`src/rtl/booth_ctrl.sv`:
```
// Sequencing front-end for the radix-2 Booth multiplier core: takes an operand
// pair, clears and loads the core, waits out its iterations, returns the product.
module booth_ctrl #(
  parameter int WIDTH      = 16,
  parameter int STEP_CNT_W = 5
) (
  input  logic                 clk,
  input  logic                 reset,
  input  logic                 req_valid,
  output logic                 req_ready,
  input  logic [WIDTH-1:0]     a_in,
  input  logic [WIDTH-1:0]     b_in,
  output logic                 res_valid,
  input  logic                 res_ready,
  output logic [2*WIDTH-1:0]   result,
  output logic                 core_reset,
  output logic                 core_load,
  output logic [WIDTH-1:0]     core_M,
  output logic [WIDTH-1:0]     core_Q,
  input  logic [2*WIDTH-1:0]   core_P
);

  localparam logic [2:0] IDLE = 3'd0;
  localparam logic [2:0] CLR  = 3'd1;
  localparam logic [2:0] LOAD = 3'd2;
  localparam logic [2:0] RUN  = 3'd3;
  localparam logic [2:0] CAPT = 3'd4;
  localparam logic [2:0] DONE = 3'd5;

  localparam logic [STEP_CNT_W-1:0] LAST_STEP = STEP_CNT_W'(WIDTH - 1);
  localparam logic [STEP_CNT_W-1:0] STEP_ONE  = STEP_CNT_W'(1);

  logic [2:0]            state;
  logic [WIDTH-1:0]      a_reg;
  logic [WIDTH-1:0]      b_reg;
  logic [STEP_CNT_W-1:0] counter;

  // Core strobes are decoded from the registered state so they are glitch-free.
  assign core_reset = reset | (state == CLR);
  assign core_load  = (state == LOAD);
  assign core_M     = a_reg;
  assign core_Q     = b_reg;
  assign req_ready  = (state == IDLE) & ~reset;

  // Operation sequencer, operand latches and result register.
  always_ff @(posedge clk) begin
    if (reset) begin
      state     <= IDLE;
      a_reg     <= '0;
      b_reg     <= '0;
      result    <= '0;
      res_valid <= 1'b0;
      counter   <= '0;
    end else begin
      case (state)
        IDLE: begin
          if (req_valid) begin
            a_reg <= a_in;
            b_reg <= b_in;
            state <= CLR;
          end else begin
            state <= IDLE;
          end
        end
        CLR: begin
          state <= LOAD;
        end
        LOAD: begin
          counter <= '0;
          state   <= RUN;
        end
        RUN: begin
          counter <= counter + STEP_ONE;
          if (counter == LAST_STEP) begin
            state <= CAPT;
          end else begin
            state <= RUN;
          end
        end
        CAPT: begin
          result    <= core_P;
          res_valid <= 1'b1;
          state     <= DONE;
        end
        DONE: begin
          // result is left untouched after the handshake.
          if (res_ready) begin
            res_valid <= 1'b0;
            state     <= IDLE;
          end else begin
            state <= DONE;
          end
        end
        default: begin
          res_valid <= 1'b0;
          state     <= IDLE;
        end
      endcase
    end
  end

endmodule

```
`config.mk`:
```
export PLATFORM = sky130hd
export DESIGN_NAME = booth_ctrl
export DESIGN_NICKNAME = d
export VERILOG_FILES = /design/src/rtl/booth_ctrl.sv
export SDC_FILE = /design/constraint.sdc
export NUM_CORES = 1
export LEC_CHECK = 0
export ABC_AREA = 1
export BUFFER_PORTS_ARGS = -buffer_cell sky130_fd_sc_hd__buf_2
export CAP_MARGIN = 20
export CORE_MARGIN = 2
export CORE_UTILIZATION = 49
export CTS_BUF_LIST = sky130_fd_sc_hd__clkbuf_4 sky130_fd_sc_hd__clkbuf_8 sky130_fd_sc_hd__clkbuf_16
export DETAILED_ROUTE_END_ITERATION = 16
export PLACE_DENSITY = 0.82
export SLEW_MARGIN = 0
export SYNTH_ARGS = -nofsm -noshare
export SYNTH_HDL_FRONTEND = slang
export SYNTH_SLANG_ARGS = --single-unit
```
`constraint.sdc`:
```
create_clock -name clk -period 2.6 [get_ports clk]
set_clock_uncertainty 0.2 [all_clocks]
set_input_delay 0.52 -clock clk [delete_from_list [all_inputs] [get_ports clk]]
set_output_delay 0.52 -clock clk [all_outputs]
set_load 0.01 [all_outputs]
```
==> flow_summary_export.csv <==
group,metric,value,unit
status,status,"finished, final reports clean",
pwr,clkPwrFrac,41.7,%
pwr,internal_power,1.94,mW
die,fp.dieArea,6200,sq um
sta,tightest_slew,0.532,ns
worst_setup_path,worstSetupPathType,"reg -> out",
clock_tree,cts_buffer_depth,2,
synthesis,yosysSeqAreaShare,53.4,%
synthesis,synthTopCellsByArea,"dfxtp_1 (53%), nor2_1 (9.9%), nand4_1 (7.3%)",
worst_setup_path,end_kind,"output pin",
clock_tree,clock_sinks,73,
clock_tree,htreeDepth,3,
synthesis,synthSimpleGateAreaFrac,26.6,%
place,place_inst,537,
global_route,antenna_found_initial,0,
sta,fin_worst_hold_slack,0.221,ns
detailed_routing,drc_errors,0,
sta,grt_setup_unrepaired,"false",
synthesis,synth_warnings,0,
synthesis,synth-compound-area-share,13.1,%
die,ioPinCount,136,
synthesis,synth_top_area_cell,"dfxtp_1",
pwr,leakagePower,1.73,nW
synthesis,syn-mean-instance-area,7.83,sq um
cells_and_area,register_area,1460,sq um
synthesis,syn_area,2740,sq um
detailed_routing,wl_per_cell,12.4,um
cells_and_area,layout-drive-gt1-share,34.2,%
synthesis,ys.flop_type,"dfxtp_1",
sta,slew_headroom,64.5,%
cells_and_area,design_area,3680,sq um
synthesis,syn_nets,420,
sta,period_share,76.8,%
job,maxCapViolations,0,
synthesis,syn_inst,350,
synthesis,synthXorXnorAreaFrac,0,%
pwr,total_power,2.53,mW
detailed_routing,drt.antenna.violating_nets,0,
synthesis,netlist.area_leader.share,53.4,%
clock_tree,clk-insertion-delay-late,0.32,ns
pwr,p_switching,0.588,mW
min_path,hold_path_class,"in -> reg",
clock_tree,cts_resized,0,
synthesis,synthMuxAreaShare,0,%
sta,setup_viol,0,
pwr,seqPwrFrac,47.0,%
detailed_routing,vias,2763,
pwr,swShare,23.3,%
global_route,first_global_vias,2577,
place,routabilityCongestion,0.802,
worst_setup_path,path_max_fanout,15,
worst_setup_path,cp.required,1.88,ns
detailed_routing,drtIter0Drc,208,
synthesis,synth_adder_area_share,0.914,%
place,port_buffers,135,
die,num_rows,27,
sta,finalMaxSlewViolations,0,
cells_and_area,final-instance-count-excl-fill,552,
cells_and_area,antennaDiodeCount,0,
sta,setup_tns,0,ns
clock_tree,cts_root_buf,"clkbuf_8",
pwr,power_density,687,nW/um^2
clock_tree,cts_buffers,9,
worst_setup_path,cp-start-kind,"register",
worst_setup_path,arrival,1.28,ns
synthesis,synth_top_family_by_area,"simple AND/OR/NAND/NOR gates",
die,initial_core_util,50.4,%
die,die_h,78.8,um
global_route,grt_usage,22.1,%
global_route,grt_remaining_overflow,0,
sta,final_hold_viol_count,0,
pwr,p_comb_share,11.4,%
die,coreArea,5440,sq um
synthesis,synth_seq_cells,73,
sta,min_period,2.00,ns
clock_tree,cts_setup_buffers,0,
synthesis,async_flop_share,0,%
die,dieWidth,78.8,um
clock_tree,path_clk_slew,0.08,ns
cells_and_area,final_nets,546,
clock_tree,cts_tree,"built",
clock_tree,cts_hold_buf,0,
synthesis,synth_edf_count,0,
pwr,peakVddDrop,0.559,mV
cells_and_area,multiInputGateArea,1110,sq um
detailed_routing,viasPerCell,5.01,
place,dpl.hpwl,4740,um
global_route,grt_max_degree,37,
global_route,grt_pass1_wl,11000,um
cells_and_area,fillCellCount,453,
detailed_routing,firstDrtPassIters,4,
cells_and_area,synthToLayoutAreaGrowth,34.3,%
place,place_area,3440,sq um
synthesis,yosysUniqueCellTypes,19,
sta,fmax,501,MHz
detailed_routing,finalWirelength,6830,um
-- cell usage in the layout, fill, tap and decap left out --
master       n
buf_2      135
dfxtp_1     73
nor2_1      72
nand2_1     50
a21oi_1     37
nand4_1     32
o21ai_0     18
o21ai_1     15
clkbuf_8    10
inv_1        9
buf_4        7
nand3_1      6
inv_2        3
bufinv_16    3
ha_1         2
nor4_1       1
nor2_4       1
nand2_2      1
nand3_2      1
o21bai_1     1
nor2_2       1
clkinv_2     1
clkinv_4     1
-- through the flow --
step	worst slack (ns)	util (%)
after floorplan	0.824	-
after global placement	0.795	63.2
after detailed placement	0.747	63.2
after CTS	0.600	67.6
after global routing	0.501	67.6
final	0.603	67.6
-- flip-flops by register name, summed over array words and instances, names as in the netlist --
register / count
result: 32
counter: 5
core_M: 16
state: 3
res_valid: 1
core_Q: 16
-- routing by layer --
layer / global-route usage [%] / share of wire, %
met1: 26.1 / 43
met2: 37.9 / 49
met3: 5.23 / 5.4
met4: 10.0 / 2.0
met5: 0 / 0
-- cell usage after synthesis (2+ instances only) --
cell type and n:
inv_2 3, o21ai_0 18, ha_1 2, o21ai_1 15, clkbuf_1 11, nand3_1 6
a21oi_1 37, nor2_1 72, dfxtp_1 73, buf_2 16, inv_1 9, nand4_1 32
nand2_1 50
-- worst max-delay path, stage by stage, from the launching register on --
cell     delay, ns
dfxtp_1       0.35
inv_2         0.22
nand3_1       0.18
inv_1         0.07
buf_2         0.13
-- worst paths after layout --
path	startpoint	endpoint	slack (ns)	cells after the start
max	state[2]	core_load	0.60	4
min	core_P[27]	result[27]	0.22	3
max reg2reg	state[1]	core_Q[0]	0.75	5
min reg2reg	core_Q[8]	core_Q[8]	0.26	2
-- kinds of logic after synthesis --
| logic type | Yosys count |
|---|---|
| AOI/OAI and AO/OA | 71 |
| and+or+nand+nor | 165 |
| adders and majority gates | 2 |
| DFF | 73 |
| buffers and inverters | 39 |
-- layout make-up --
cell class	instances	share of cell area, %
sequential	73	39.7
multi-input combinational	238	30.2
timing repair buffer	142	19.8
clock buffer	10	3.74
clock inverter	5	2.82
tap	72	2.45
inverter	12	1.22
-- power by group through the flow --
stage / Clock (mW) / Sequential [mW] / Combinational, mW
global placement: 0 / 1.21 / 0.281
CTS: 1.08 / 1.19 / 0.287
detailed placement: 0 / 1.21 / 0.286
floorplan: 0 / 1.23 / 0.147
finish: 1.05 / 1.19 / 0.287
global route: 1.12 / 1.19 / 0.321
No activity file was read; power rests on OpenSTA's default activity.
